==> config.mk <==
export PLATFORM = sky130hd
export DESIGN_NAME = ram64_frame_reader_flat
export DESIGN_NICKNAME = d
export VERILOG_FILES = /design/src/rtl/ram64_pkg.sv /design/src/rtl/ram64_frame_reader_if.sv /design/src/rtl/ram64_rd_skid.sv /design/src/rtl/ram64_frame_reader.sv /design/src/flat_wrapper.sv
export SDC_FILE = /design/constraint.sdc
export NUM_CORES = 1
export LEC_CHECK = 0
export CAP_MARGIN = 25
export CORE_MARGIN = 5
export CORE_UTILIZATION = 35
export CTS_BUF_LIST = sky130_fd_sc_hd__clkbuf_8
export CTS_CLUSTER_SIZE = 14
export DETAILED_ROUTE_END_ITERATION = 8
export GPL_TIMING_DRIVEN = 0
export PLACE_DENSITY = 0.64
export SLEW_MARGIN = 10
export SYNTH_ARGS = -nofsm -noshare
export SYNTH_HDL_FRONTEND = slang
export SYNTH_SLANG_ARGS = --single-unit
==> constraint.sdc <==
create_clock -name CLK -period 2.45 [get_ports CLK]
set_input_delay 0.49 -clock CLK [delete_from_list [all_inputs] [get_ports CLK]]
set_output_delay 0.49 -clock CLK [all_outputs]
set_load 0.02 [all_outputs]
==> src/rtl/ram64_pkg.sv <==
// Shared constants and FSM state type for the 64x8 frame RAM read sequencer.
package ram64_pkg;
  localparam int ADDR_W     = 6;
  localparam int DATA_W     = 8;
  localparam int RAM_DEPTH  = 1 << ADDR_W;
  localparam int LEN_W      = ADDR_W + 1;
  localparam int SKID_DEPTH = 2;

  typedef enum logic [1:0] {
    IDLE  = 2'd0,
    RUN   = 2'd1,
    FLUSH = 2'd2
  } state_t;
endpackage

==> src/rtl/ram64_frame_reader_if.sv <==
// Control, RAM read port and byte-stream signals of the frame reader.
interface ram64_frame_reader_if #(
  parameter int ADDR_W = ram64_pkg::ADDR_W,
  parameter int DATA_W = ram64_pkg::DATA_W
);
  import ram64_pkg::*;

  logic              START;
  logic [ADDR_W-1:0] START_ADDR;
  logic [ADDR_W:0]   LEN;
  logic              BUSY;
  logic              DONE;
  logic [ADDR_W-1:0] RAM_ADDR;
  logic [DATA_W-1:0] RAM_DOUT;
  logic [DATA_W-1:0] TX_DATA;
  logic              TX_VALID;
  logic              TX_READY;
  logic              TX_LAST;

  modport slave (
    input  START, START_ADDR, LEN, RAM_DOUT, TX_READY,
    output BUSY, DONE, RAM_ADDR, TX_DATA, TX_VALID, TX_LAST
  );

  modport master (
    output START, START_ADDR, LEN, RAM_DOUT, TX_READY,
    input  BUSY, DONE, RAM_ADDR, TX_DATA, TX_VALID, TX_LAST
  );
endinterface

==> src/rtl/ram64_rd_skid.sv <==
// Two-entry FIFO holding RAM read bytes and their end-of-frame flag.
module ram64_rd_skid #(
  parameter int DATA_W = ram64_pkg::DATA_W
) (
  input  logic              clk,
  input  logic              rst,
  input  logic              push,
  input  logic [DATA_W-1:0] push_data,
  input  logic              push_last,
  input  logic              pop,
  output logic [1:0]        count,
  output logic [DATA_W-1:0] head_data,
  output logic              head_last
);
  import ram64_pkg::*;

  logic [DATA_W:0] mem_q [2];
  logic [DATA_W:0] mem_d [2];
  logic            wr_ptr_q, wr_ptr_d;
  logic            rd_ptr_q, rd_ptr_d;
  logic [1:0]      count_q, count_d;

  always_comb begin
    mem_d    = mem_q;
    wr_ptr_d = wr_ptr_q ^ push;
    rd_ptr_d = rd_ptr_q ^ pop;
    count_d  = count_q + {1'b0, push} - {1'b0, pop};
    if (push) begin
      mem_d[wr_ptr_q] = {push_last, push_data};
    end
  end

  // Storage carries no reset; occupancy is tracked by the control flops alone.
  always_ff @(posedge clk) begin
    mem_q <= mem_d;
  end

  always_ff @(posedge clk or posedge rst) begin
    if (rst) begin
      wr_ptr_q <= 1'b0;
      rd_ptr_q <= 1'b0;
      count_q  <= 2'd0;
    end else begin
      wr_ptr_q <= wr_ptr_d;
      rd_ptr_q <= rd_ptr_d;
      count_q  <= count_d;
    end
  end

  assign count     = count_q;
  assign head_data = mem_q[rd_ptr_q][DATA_W-1:0];
  assign head_last = mem_q[rd_ptr_q][DATA_W];
endmodule

==> src/rtl/ram64_frame_reader.sv <==
// Drains LEN bytes from the frame RAM starting at START_ADDR (mod 64) onto a
// valid/ready stream, hiding the one-cycle RAM read latency behind a skid FIFO.
module ram64_frame_reader #(
  parameter int ADDR_W     = ram64_pkg::ADDR_W,
  parameter int DATA_W     = ram64_pkg::DATA_W,
  parameter int SKID_DEPTH = ram64_pkg::SKID_DEPTH
) (
  input logic                 CLK,
  input logic                 RST,
  ram64_frame_reader_if.slave bus
);
  import ram64_pkg::*;

  localparam int CNT_W = ADDR_W + 1;
  localparam logic [CNT_W-1:0] MAX_LEN = CNT_W'(1 << ADDR_W);

  state_t             state_q, state_d;
  logic [ADDR_W-1:0]  ram_addr_q, ram_addr_d;
  logic [CNT_W-1:0]   issue_cnt_q, issue_cnt_d;
  logic [CNT_W-1:0]   xfer_cnt_q, xfer_cnt_d;
  logic               inflight_q, inflight_d;
  logic               inflight_last_q, inflight_last_d;
  logic               busy_q, busy_d;
  logic               done_q, done_d;

  logic [1:0]         skid_count;
  logic [DATA_W-1:0]  head_data;
  logic               head_last;
  logic               tx_valid;
  logic               pop;
  logic [2:0]         occ;
  logic               credit;
  logic               issue;
  logic [CNT_W-1:0]   len_eff;

  ram64_rd_skid #(.DATA_W(DATA_W)) u_skid (
    .clk       (CLK),
    .rst       (RST),
    .push      (inflight_q),
    .push_data (bus.RAM_DOUT),
    .push_last (inflight_last_q),
    .pop       (pop),
    .count     (skid_count),
    .head_data (head_data),
    .head_last (head_last)
  );

  assign tx_valid = (skid_count != 2'd0);
  assign pop      = tx_valid & bus.TX_READY;
  assign len_eff  = (bus.LEN > MAX_LEN) ? MAX_LEN : bus.LEN;

  // A read may issue only if, after this cycle's pop, buffered plus in-flight
  // bytes still leave room for the byte returning next cycle.
  assign occ    = {1'b0, skid_count} + {2'b0, inflight_q};
  assign credit = occ < (3'(SKID_DEPTH) + {2'b0, pop});
  assign issue  = (state_q == RUN) && credit;

  always_comb begin
    state_d         = state_q;
    ram_addr_d      = ram_addr_q;
    issue_cnt_d     = issue_cnt_q;
    xfer_cnt_d      = xfer_cnt_q;
    inflight_d      = 1'b0;
    inflight_last_d = 1'b0;
    busy_d          = busy_q;
    done_d          = 1'b0;

    if (pop) begin
      xfer_cnt_d = xfer_cnt_q - CNT_W'(1);
    end

    case (state_q)
      IDLE: begin
        if (bus.START) begin
          busy_d = 1'b1;
          if (len_eff == '0) begin
            done_d  = 1'b1;
            state_d = FLUSH;
          end else begin
            ram_addr_d  = bus.START_ADDR;
            issue_cnt_d = len_eff;
            xfer_cnt_d  = len_eff;
            state_d     = RUN;
          end
        end
      end
      RUN: begin
        if (issue) begin
          inflight_d      = 1'b1;
          inflight_last_d = (issue_cnt_q == CNT_W'(1));
          ram_addr_d      = ram_addr_q + ADDR_W'(1);
          issue_cnt_d     = issue_cnt_q - CNT_W'(1);
          if (issue_cnt_q == CNT_W'(1)) begin
            state_d = FLUSH;
          end
        end
      end
      FLUSH: begin
        // done_q marks the DONE cycle; BUSY drops together with it.
        if (done_q) begin
          busy_d  = 1'b0;
          state_d = IDLE;
        end else if (pop && (xfer_cnt_q == CNT_W'(1))) begin
          done_d = 1'b1;
        end
      end
      default: state_d = IDLE;
    endcase
  end

  always_ff @(posedge CLK or posedge RST) begin
    if (RST) begin
      state_q         <= IDLE;
      ram_addr_q      <= '0;
      issue_cnt_q     <= '0;
      xfer_cnt_q      <= '0;
      inflight_q      <= 1'b0;
      inflight_last_q <= 1'b0;
      busy_q          <= 1'b0;
      done_q          <= 1'b0;
    end else begin
      state_q         <= state_d;
      ram_addr_q      <= ram_addr_d;
      issue_cnt_q     <= issue_cnt_d;
      xfer_cnt_q      <= xfer_cnt_d;
      inflight_q      <= inflight_d;
      inflight_last_q <= inflight_last_d;
      busy_q          <= busy_d;
      done_q          <= done_d;
    end
  end

  assign bus.BUSY     = busy_q;
  assign bus.DONE     = done_q;
  assign bus.RAM_ADDR = ram_addr_q;
  assign bus.TX_VALID = tx_valid;
  assign bus.TX_DATA  = tx_valid ? head_data : '0;
  assign bus.TX_LAST  = tx_valid & head_last;
endmodule

==> src/flat_wrapper.sv <==
// flat-port wrapper written by rule: the top's interface ports become plain ports
module ram64_frame_reader_flat import ram64_pkg::*;
#(
  parameter int ADDR_W     = ram64_pkg::ADDR_W,
  parameter int DATA_W     = ram64_pkg::DATA_W,
  parameter int SKID_DEPTH = ram64_pkg::SKID_DEPTH
)
  (CLK, RST, bus_START, bus_START_ADDR, bus_LEN, bus_RAM_DOUT, bus_TX_READY, bus_BUSY, bus_DONE, bus_RAM_ADDR, bus_TX_DATA, bus_TX_VALID, bus_TX_LAST);
  ram64_frame_reader_if #(.ADDR_W(ADDR_W), .DATA_W(DATA_W)) bus_i ();
  input logic CLK;
  input logic RST;
  input wire logic [$bits(bus_i.START)-1:0] bus_START;
  input wire logic [$bits(bus_i.START_ADDR)-1:0] bus_START_ADDR;
  input wire logic [$bits(bus_i.LEN)-1:0] bus_LEN;
  input wire logic [$bits(bus_i.RAM_DOUT)-1:0] bus_RAM_DOUT;
  input wire logic [$bits(bus_i.TX_READY)-1:0] bus_TX_READY;
  output wire logic [$bits(bus_i.BUSY)-1:0] bus_BUSY;
  output wire logic [$bits(bus_i.DONE)-1:0] bus_DONE;
  output wire logic [$bits(bus_i.RAM_ADDR)-1:0] bus_RAM_ADDR;
  output wire logic [$bits(bus_i.TX_DATA)-1:0] bus_TX_DATA;
  output wire logic [$bits(bus_i.TX_VALID)-1:0] bus_TX_VALID;
  output wire logic [$bits(bus_i.TX_LAST)-1:0] bus_TX_LAST;
  assign bus_i.START = bus_START;
  assign bus_i.START_ADDR = bus_START_ADDR;
  assign bus_i.LEN = bus_LEN;
  assign bus_i.RAM_DOUT = bus_RAM_DOUT;
  assign bus_i.TX_READY = bus_TX_READY;
  assign bus_BUSY = bus_i.BUSY;
  assign bus_DONE = bus_i.DONE;
  assign bus_RAM_ADDR = bus_i.RAM_ADDR;
  assign bus_TX_DATA = bus_i.TX_DATA;
  assign bus_TX_VALID = bus_i.TX_VALID;
  assign bus_TX_LAST = bus_i.TX_LAST;
  ram64_frame_reader #(.ADDR_W(ADDR_W), .DATA_W(DATA_W), .SKID_DEPTH(SKID_DEPTH)) u_core (.CLK(CLK), .RST(RST), .bus(bus_i));
endmodule
* Yosys cells after proc, flatten, opt, wreduce, memory -nomap -nowiden
Cells that the tools add are included.
** Word-level totals
- Input port bits :: 25
- Output and inout bits :: 18
- Word-level logic and storage cells :: 89
- Register bits after elaboration :: 48
** Cells by class
- Equal/unequal tests :: 9
- Reduce and logical (&&, ||, !) cells :: 11
- Bitwise gates (word level) :: 6
- Muxes and demuxes :: 38
- Magnitude comparators :: 5
- $add $sub $neg :: 7
** Operators with widths (count)
- two-way mux 7 bit :: 8
- two-way mux 9 bit :: 4
- bitwise mux 18 bit :: 1
- two-way mux 6 bit :: 3
- == test 7 x 1 -> 1 bit, second input constant :: 2
- case mux 7 bit (2 select lines) :: 1
- subtractor 7 x 1 -> 7 bit, second input constant :: 2
- case mux 6 bit (2 select lines) :: 1
- two-way mux 1 bit :: 10
- two-way mux 2 bit :: 5
- demux 9 bit (select 1 bit) :: 1
- two-way mux 8 bit :: 1
- AND reduction 4 bit :: 2
- > comparator 7 bit, second input constant :: 1
- zero test 7 bit :: 1
- adder 6 x 1 -> 6 bit, second input constant :: 1
- inequality test 2 bit, second input constant :: 3
- case mux 2 bit (3 select lines) :: 1
- nonzero test 2 bit :: 3
- greater-or-equal comparator 2 bit, second input constant :: 2
- inequality test 2 x 1 -> 1 bit, second input constant :: 2
- inverter 1 -> 2 bit :: 2
- case mux 1 bit (2 select lines) :: 2
- adder 2 x 1 -> 3 bit :: 1
- other kinds (12) :: 16

* Depth between registers and ports, before layout
- Word-level depth :: 7
- Mapped depth :: 7
- Gate-level depth less buffers :: 7

* Hierarchy
Synthesis repeated with hierarchy kept, for this count alone.
** Unflattened totals
- Cell total of the unflattened synthesis :: 225
- Area total of the unflattened synthesis :: 2487.4 µm²
** By module, submodules not included
- ram64_frame_reader :: area each 1599.0 µm², cells each 182, sequential area each 650.6 µm², instances 1
- ram64_rd_skid :: area each 888.4 µm², cells each 43, sequential area each 640.6 µm², instances 1

* Least setup slack after synthesis
OpenSTA, ideal clock, no wires.
- Path type :: register to register
- Start :: register u_core.u_skid.count_q[0], in the netlist u_core.u_skid.count[0]
- End :: register u_core.u_skid.count_q[1], in the netlist u_core.u_skid.count[1]
- Path slack :: 754 ps
- Cell stages (with the launch flop) :: 8
- Setup time :: 124 ps
- Data arrival time :: 1572 ps
- Buffers on the path :: 0
- Clock period less this slack :: 1696 ps
- Data required time :: 2326 ps
- Cells stage by stage :: dfrtp_1 > o21ai_2 > inv_1 > ha_1 > inv_1 > ha_1 > xnor2_1 > xnor2_1
** On the way
- Word-level cells in the longest chain between the ends :: 3
- Elaborated cells on any way between the ends :: 4
- Those cells by class :: add/sub: 2; bitwise: 1; reduce/logical: 1
** Ends and longest elaborated chain
- start: declaration :: line ram64_rd_skid.sv:21 : logic [1:0] count_q, count_d;
- start signal: assignment :: line ram64_rd_skid.sv:46 : count_q <= count_d;
- branches (longest 2 deep; another with adder 2 x 1 -> 2 bit)
- subtractor 2 x 1 -> 2 bit (*) :: line ram64_rd_skid.sv:27 : count_d = count_q + {1'b0, push} - {1'b0, pop};
- via u_core.u_skid.count_d[1] :: line ram64_rd_skid.sv:21
Mark *: on every way through the listed nets, which the timed path passes.
A chain may end at the register's enable or synchronous reset.

* Worst setup path in the final report
- Start :: register u_core.u_skid.count_q[0], in the netlist u_core.u_skid.count[0]
- End :: output bus_TX_DATA[4]
** On the way
- Word-level cells in the longest chain between the ends :: 2
** Ends and longest elaborated chain
- nonzero test 2 bit :: line ram64_frame_reader.sv:48 : assign tx_valid = (skid_count != 2'd0);
- two-way mux 8 bit :: line ram64_frame_reader.sv:137 : assign bus.TX_DATA = tx_valid ? head_data : '0;
- end: declaration :: line flat_wrapper.sv:20 : output wire logic [$bits(bus_i.TX_DATA)-1:0] bus_TX_DATA;
Every way passes these cells.

==> flow_summary.toml <==
[placed_design]
place.gp.congestion = 0.841
dp_hpwl_mm = 3.96
dp.cells = 368
io_buffer_count = 42
place_ws_ns = 0.0457

[timing]
maxSlewViolCount = 0
slew_headroom_pct = 56.3
finalSetupTns_ns = 0
finalWorstSetupSlack_ns = 0.182
hold_ws_ns = 0.460
fin_skew_ns = 0.0108
fin_crit_sh_pct = 92.6
rsz0062_at_grt = "false"
tightest_slew_ns = 0.655
fmax_mhz = 441
finalHoldViolCount = 0
finalSetupViolCount = 0
period_needed_ns = 2.27

[floorplanning]
die_h_um = 93.8
fp.dieW_um = 93.8
start_util_pct = 36.0
io_pins = 43
die_area_sq_mm = 0.00880
coreArea_sq_mm = 0.00683
rows = 30

[detailed_routing]
drc = 0
firstDrtPassIters = 4
routedWlPerCell_um = 13.9
vias = 1855
via_per_inst = 4.95
drtIter0Drc = 51
antenna_left = 0
wl_mm = 5.23

[global_route]
track_usage_pct = 12.6
grt_max_degree = 18
overflow = 0
antenna_found_initial = 0
grt_pass1_wl_mm = 8.89
grt_pass1_vias = 1892

[cts]
cts-root-buf = "clkbuf_8"
clk_latency_ns = 0.30
cts_tree = "yes"
numCtsBuffers = 5
cts_buffer_depth = 2
cts.sinks = 48
cts_htree_levels = 2
clk_pin_slew_worst_paths_ns = 0.10

[cells_and_area]
multi_input_area_sq_mm = 0.00105
diodes = 0
fillers = 675
layout.area.seq_sq_mm = 0.00129
fin_cells = 375
num-nets-final = 314
synthToLayoutAreaGrowth_pct = 27.8
drive_gt1_share_pct = 10.4
post-route-util_pct = 46.0

[critical_path]
crit_arrival_ns = 1.78
crit_required_ns = 1.96
worstSetupPathType = "reg2out"
crit_fanout = 10
startpoint_type = "flop"
crit_path_end_kind = "output port"

[yosys]
yosysSeqAreaShare_pct = 52.5
yosys.area.top_type = "dfrtp_1"
synthFlopType = "dfrtp_1"
synth_top_family_by_area = "compound AO/OA/AOI/OAI gates"
synthAdderAreaFrac_pct = 5.60
synth_compound_area_share_pct = 15.2
yosys-top-cells-area = "dfrtp_1 31%, edfxtp_1 22%, ha_1 5.6%"
async_flop_share_pct = 62.5
yosysWarningCount = 0
synthMuxAreaShare_pct = 4.07
post_synth_instance_area_sq_mm = 0.00246
syn_avg_cell_area_sq_um = 10.7
synth_top_area_share_pct = 30.5
syn_nets = 265
synth-seq-cells = 48
synthSimpleGateAreaFrac_pct = 15.1
synth-xor-area-share_pct = 2.85
synth_edf_count = 18
synth.distinct_cells = 43
synthCells = 229

[pwr]
peakVddDrop_mv = 0.479
powerDensity_mw_per_mm2 = 1320
total_leakage_power_nw = 1.25

[run_status]
status = "complete, no violations"

[worst_hold_path]
hp-class = "reg2reg"

[job]
drv_cap = 0
worst max-delay path: stages (launching register included):
cell and delay, ns:
dfrtp_1 0.45, nor2_2 0.37, nor2_1 0.11, clkdlybuf4s50_1 0.56
layout make-up:
class	instances	area share (%)
Clock buffer	5	2.19
Multi-Input combinational cell	158	33.6
Clock inverter	3	1.51
Timing Repair Buffer	43	14.3
Tap cell	96	3.82
Sequential cell	48	41.1
Buffer	6	1.63
Inverter	16	1.91
cells in the mapped netlist (2+ instances only):
master	number
dfrtp_1	30
nor2_1	27
edfxtp_1	18
inv_1	16
a21oi_1	15
o21ai_0	14
ha_1	11
nand2_1	11
nand3_1	11
mux2i_1	10
o21ai_1	6
xnor2_1	6
nor3_1	5
nor4_1	4
a21oi_2	3
a31oi_1	3
nor3b_1	3
o21ai_2	3
o22ai_1	3
a22oi_1	2
buf_2	2
buf_6	2
clkbuf_1	2
o31ai_1	2
xor2_1	2
through the flow:
stage                     cell area [sq um]  total power [mW]
after detailed placement               3030              3.62
final                                  3140              4.16
after global placement                 3000              3.55
after floorplan                        2460              2.91
after global routing                   3140              4.52
after CTS                              3140              4.21
cells in the final DEF (no fill, tap or decap), drive strengths merged, types with 10 or more instances in the layout:
cell           count
nand3             11
inv               16
clkdlybuf4s50     42
a21oi             18
ha                11
o21ai             23
dfrtp             30
nor2              27
nand2             11
edfxtp            18
mux2i             10
flip-flops by register name (all words and copies together) (netlist names):
register,cells
u_core.bus.BUSY,1
u_core.bus.DONE,1
u_core.bus.RAM_ADDR,6
u_core.inflight_last_q,1
u_core.inflight_q,1
u_core.issue_cnt_q,7
u_core.state_q,2
u_core.u_skid.count,2
u_core.u_skid.mem_q,18
u_core.u_skid.rd_ptr_q,1
u_core.u_skid.wr_ptr_q,1
u_core.xfer_cnt_q,7
what timing repair did:
item,CTS,global route
resized for setup,1,1
hold buffers,0,0
cloned,0,0
endpoints found under the setup margin,9,8
buffers inserted,0,0
path summary, 6_finish.rpt:
path,start,end,slack (ns),cells past startpoint
max,u_core.u_skid.count[0],bus_TX_DATA[4],0.18,3
min,u_core.inflight_last_q,u_core.u_skid.mem_q[8],0.46,0
max reg2reg,u_core.u_skid.count[0],u_core.u_skid.count[1],0.53,7
min reg2reg,u_core.inflight_last_q,u_core.u_skid.mem_q[8],0.46,0
max in group asynchronous,RST,u_core.u_skid.rd_ptr_q,1.34,3
min in group asynchronous,RST,u_core.issue_cnt_q[3],0.57,2
report_power, final:
part | total [mW] | switching (mW) | internal, mW
clock network | 0.585 | 0.277 | 0.308
registers | 1.44 | 0.276 | 1.17
logic | 2.13 | 1.16 | 0.976
layer usage:
metal / vias to the layer above / part of all wire [%] / wire length (um) / GRT usage, %
met5: - / 0 / 0 / 0
met4: 0 / 0.40 / 21 / 2.89
met3: 4 / 4.8 / 249 / 3.21
met2: 45 / 48 / 2520 / 20.8
met1: 884 / 47 / 2440 / 16.7
li1: 922 / - / - / -
cell families after synthesis:
family / count (synthesis)
simple gates: 71
compound gates: 58
flops: 48
buf+inv: 23
fa+ha+maj: 11
mux: 10
xor+xnor: 8
Note: power is estimated with default switching activity, not from simulation.
==> variant 1 (same flow settings) <==
`ram_addr_q` no longer has a reset.
--- a/src/rtl/ram64_frame_reader.sv
+++ b/src/rtl/ram64_frame_reader.sv
@@ -112,5 +112,4 @@
     if (RST) begin
       state_q         <= IDLE;
-      ram_addr_q      <= '0;
       issue_cnt_q     <= '0;
       xfer_cnt_q      <= '0;
@@ -121,5 +120,4 @@
     end else begin
       state_q         <= state_d;
-      ram_addr_q      <= ram_addr_d;
       issue_cnt_q     <= issue_cnt_d;
       xfer_cnt_q      <= xfer_cnt_d;
@@ -129,4 +127,8 @@
       done_q          <= done_d;
     end
+  end
+
+  always_ff @(posedge CLK) begin
+    ram_addr_q <= ram_addr_d;
   end
 
Check against the original RTL: not equivalent (Yosys sat finds a counterexample within 4 cycles, from zero or initial values and one cycle with RST high).
==> variant 1 against the unedited design <==
Sequential cell count did not move; final area decreased by 2.9%; die area is 3.2% lower; fmax down 4.3%; via count fell by 7.7%; largest cell class unchanged; power shrank 3.7%; area after synthesis decreased by 3.6%; combinational power is 12% lower; worst setup slack worse by 0.10 ns; global-route usage down 0.70 points; register-to-register slack worse by 0.24 ns; count of clock-buffer cells in the layout rose by 1; routed wire length fell by 6.3%.
==> variant 1: results (changes against the unedited design) <==
Worst setup path
The slack of the worst reg-to-reg path is 0.29 ns (was 0.53 ns). The critical path data arrival time came to 2.58 ns (was 1.78 ns). The critical path's top delay family is compound AO/OA/AOI/OAI gates (was buffers and inverters). The critical-path cell with the highest stage delay is sky130_fd_sc_hd__or4_4 (was sky130_fd_sc_hd__clkdlybuf4s50_1).

Logic synthesis
The prevailing post-synth register cell was sky130_fd_sc_hd__edfxtp_1 (was sky130_fd_sc_hd__dfrtp_1). Leading cell types by count after synthesis: 24 x sky130_fd_sc_hd__dfrtp_1, 24 x sky130_fd_sc_hd__edfxtp_1, 22 x sky130_fd_sc_hd__nor2_1 (was 30 x sky130_fd_sc_hd__dfrtp_1, 27 x sky130_fd_sc_hd__nor2_1, 18 x sky130_fd_sc_hd__edfxtp_1). The sequential fraction of the synthesis area is 55.7% (was 52.5%). The proportion of synthesized area in mux cells came to 4.43% (was 4.07%). The post-synthesis xor/xnor area fraction came to 4.80% (was 2.85%). The count of flip-flops with a built-in enable after synthesis is 24 (was 18). The number of nets in the synthesized netlist is 254 (was 265). The count of unique library cells instantiated by Yosys is 35 (was 43). The proportion of register bits with asynchronous set or reset after synthesis is 50.0% (was 62.5%).

The arithmetic-cell share of the synthesized area counting full adders, half adders and majority gates is 5.80% (was 5.60%).

Finish
The fill cell instance count of the final layout was 647 (was 675). The final net count came to 303 (was 314).

Placement
The final HPWL from detailed placement was 3650 µm (was 3960 µm). The number of cells after detailed placement is 340 (was 368). The placement-stage cell area is 2890 µm² (was 3030 µm²). The last weighted congestion value of the routability-driven placer came to 0.821 (was 0.841).

Route
The count of routing violations after the opening detailed-route iteration was 55 (was 51). The per-cell routed wire length was 14.1 µm (was 13.9 µm). The detailed-route wire length was 4900 µm (was 5230 µm).

Power and ir drop
The worst voltage drop across the vdd grid came to 0.381 mV (was 0.479 mV). The static leakage is 1.23 nW (was 1.25 nW).

Run status
Status: completed (unchanged).

GRT
The all-layer global routing usage came to 11.9% (was 12.6%).

Min path
The worst min-delay path class is primary input to async pin (was flop to flop).

STA
The worst clock skew on the final layout is 0.00485 ns (was 0.0108 ns).
==> variant 1: power by group <==
group,total (mW),internal [mW],switching [mW]
clock,0.609,0.334,0.275
combinational,1.88,0.859,1.02
sequential,1.52,1.26,0.262
total,4.01,2.45,1.56
==> variant 1: routing by layer <==
metal	vias up	GRT usage [%]	share of wire [%]
met4	0	2.97	0.55
met1	807	15.0	47
met5	-	0	0
li1	856	-	-
met3	3	3.57	5.6
met2	47	20.1	47
==> variant 1: final timing paths <==
check,start,end,cells past startpoint
worst max-delay path,bus_LEN[2],u_core.issue_cnt_q[3]$_DFFE_PP0P_,6
worst min-delay path,RST,u_core.u_skid.count[1]$_DFF_PP0_,2
worst max register to register,u_core.u_skid.count[1]$_DFF_PP0_,u_core.issue_cnt_q[3]$_DFFE_PP0P_,5
worst min register to register,u_core.inflight_last_q$_DFF_PP0_,u_core.u_skid.mem_q[8]$_DFFE_PP_,0
max in group asynchronous,RST,u_core.issue_cnt_q[2]$_DFFE_PP0P_,3
min in group CLK,u_core.inflight_last_q$_DFF_PP0_,u_core.u_skid.mem_q[8]$_DFFE_PP_,0
==> variant 1: what timing repair did <==
| action | 4_1_cts | 5_1_grt |
|---|---|---|
| endpoints found under the setup margin | 9 | 20 |
| hold buffers | 0 | 0 |
| pin swaps | 0 | 0 |
| resized for setup | 1 | 3 |
==> variant 1: final cells by class <==
cell class,count,area (µm²),share of cell area (%)
Multi-Input combinational cell,148,980,32.1
Inverter,16,60.1,1.97
Sequential cell,48,1320,43.3
Buffer,5,20.0,0.656
Timing Repair Buffer,43,448,14.7
Clock buffer,6,82.6,2.71
Clock inverter,2,38.8,1.27
Tap cell,80,100,3.28
==> variant 1: stage by stage <==
step | hold slack [ns] | power, mW | TNS [ns]
4_1_cts | 0.453 | 4.04 | 0
3_3_place_gp | 0.421 | 3.37 | -2.24
3_5_place_dp | 0.431 | 3.43 | -2.58
6_report | 0.450 | 4.01 | 0
2_1_floorplan | 0.420 | 2.77 | 0
5_1_grt | 0.472 | 4.30 | 0
==> variant 1: logic make-up (layout without fill, tap and decap cells) <==
| kind of cell | after synthesis | after routing |
|---|---|---|
| buffers and inverters | 22 | 72 |
| adder cells (fa/ha/maj) | 11 | 11 |
| multiplexers | 10 | 10 |
| XOR/XNOR | 13 | 13 |
| AO/OA/AOI/OAI | 41 | 41 |
| flip-flops | 48 | 48 |
| AND/OR/NAND/NOR | 73 | 73 |
==> variant 2 (config.mk and constraints unchanged) <==
Without the edit above. `ADDR_W`: 6 -> 5.
--- a/src/rtl/ram64_pkg.sv
+++ b/src/rtl/ram64_pkg.sv
@@ -1,5 +1,5 @@
 // Shared constants and FSM state type for the 64x8 frame RAM read sequencer.
 package ram64_pkg;
-  localparam int ADDR_W     = 6;
+  localparam int ADDR_W     = 5;
   localparam int DATA_W     = 8;
   localparam int RAM_DEPTH  = 1 << ADDR_W;
Interface: changed (resized bus_LEN, bus_RAM_ADDR and bus_START_ADDR); port bits go from 43 to 40. No check against the original RTL was run, so the function may have changed too.
==> variant 2 against the unedited design <==
Sequential power shrank 8%; area after synthesis down 9.5%; worst setup slack gained 0.019 ns; critical path type unchanged; final area decreased by 9.3%; power fell by 12%; utilization down 0.58 points; non-clock buffer count decreased by 3; sequential cell count shrank 3; count of clock-buffer cells in the layout stayed put; global-route usage shrank 1.3 points; routed wire length decreased by 15%.
==> variant 2: results (changes against the unedited design) <==
Run status
Status: completed (unchanged).

Placement
The final HPWL from detailed placement is 3290 µm (was 3960 µm). The last weighted congestion value of the routability-driven placer is 0.818 (was 0.841). The placement-stage cell area is 2740 µm² (was 3030 µm²).

Finish
The layout inverter count without the clock tree came to 15 (was 16). The area fraction of clock buffers and clock inverters is 3.91% (was 3.70%). The share of final layout cell area taken by non-clock buffers is 16.1% (was 15.9%). The count of placed standard cells in the final layout, fillers left out was 329 (was 375).

The proportion of cell area occupied by multi-input gates is 32.0% (was 33.6%). The final net count is 285 (was 314). The sequential portion of the cell area is 42.7% (was 41.1%). The multi-input logic area is 912 µm² (was 1050 µm²).

The buffer count excluding the clock tree in the final layout came to 46 (was 49).

Route
The number of vias per cell is 5.01 (was 4.95). The count of routing violations after the opening detailed-route iteration is 36 (was 51). The detailed-route wire length was 4420 µm (was 5230 µm).

GRT
The via count of the first global-routing pass is 1616 (was 1892). The all-layer global routing usage is 11.4% (was 12.6%).

STA
The post-route worst hold slack was 0.457 ns (was 0.460 ns). The relative slew slack was 66.8% (was 56.3%). The worst clock skew on the final layout was 0.00944 ns (was 0.0108 ns).

Logic synthesis
Leading cell types by count after synthesis: 27 x sky130_fd_sc_hd__dfrtp_1, 24 x sky130_fd_sc_hd__nor2_1, 18 x sky130_fd_sc_hd__edfxtp_1 (was 30 x sky130_fd_sc_hd__dfrtp_1, 27 x sky130_fd_sc_hd__nor2_1, 18 x sky130_fd_sc_hd__edfxtp_1). The post-synthesis xor/xnor area fraction is 3.15% (was 2.85%). The proportion of synthesized area in mux cells was 4.50% (was 4.07%). The gate count after technology mapping is 205 (was 229). Top cells by area, synth: sky130_fd_sc_hd__dfrtp_1 30%, sky130_fd_sc_hd__edfxtp_1 24%, sky130_fd_sc_hd__ha_1 6.2%, sky130_fd_sc_hd__mux2i_1 4.5%, sky130_fd_sc_hd__nor2_1 4.0% (was sky130_fd_sc_hd__dfrtp_1 31%, sky130_fd_sc_hd__edfxtp_1 22%, sky130_fd_sc_hd__ha_1 5.6%, sky130_fd_sc_hd__nor2_1 4.1%, sky130_fd_sc_hd__mux2i_1 4.1%). The count of unique library cells instantiated by Yosys is 37 (was 43).

CTS
The clock-pin slew reported for the worst setup and hold paths after clock tree synthesis is 0.08 ns (was 0.10 ns).
variant 2: cells by family after synthesis:
logic type,Yosys count
buf+inv,22
flops,45
fa+ha+maj,11
mux,10
compound gates,42
xor+xnor,8
simple gates,67
variant 2: repair_timing:
| item | in CTS | in global routing |
|---|---|---|
| buffers inserted | 0 | 0 |
| pin swaps | 0 | 0 |
| gates resized for setup | 1 | 1 |
| setup endpoints to repair | 9 | 7 |
| gates cloned | 0 | 0 |
variant 2: worst reg2reg max path, cell delays in order, from the launching register on:
cell and delay (ns):
sky130_fd_sc_hd__dfrtp_1 0.44, sky130_fd_sc_hd__o21ai_2 0.45, sky130_fd_sc_hd__inv_1 0.13, sky130_fd_sc_hd__ha_1 0.29, sky130_fd_sc_hd__inv_1 0.04, sky130_fd_sc_hd__ha_1 0.19, sky130_fd_sc_hd__xnor2_1 0.16, sky130_fd_sc_hd__xnor2_1 0.13
variant 2: layer usage:
layer / part of all wire (%) / wire, µm / up-vias / track usage (%)
li1: - / - / 818 / -
met1: 47 / 2090 / 783 / 14.4
met2: 45 / 1990 / 42 / 18.0
met3: 6.9 / 305 / 5 / 4.51
met4: 0.93 / 41 / 0 / 3.02
met5: 0 / 0 / - / 0
variant 2: worst max-delay path by stage:
stage                                             endpoint  slack, ns  cells past startpoint
after detailed placement                       bus_TX_LAST       0.17                      4
after CTS                                   bus_TX_DATA[1]       0.04                      3
after global routing                        bus_TX_DATA[4]       0.07                      3
after floorplan           u_core.u_skid.count[1]$_DFF_PP0_       0.73                      7
final                                       bus_TX_DATA[1]       0.20                      3
after global placement                         bus_TX_LAST       0.17                      4
variant 2: per-stage QoR:
step | util, % | power, mW
floorplan | - | 2.54
global placement | 43.2 | 3.11
detailed placement | 43.7 | 3.14
CTS | 45.4 | 3.70
global route | 45.4 | 3.96
finish | 45.4 | 3.66
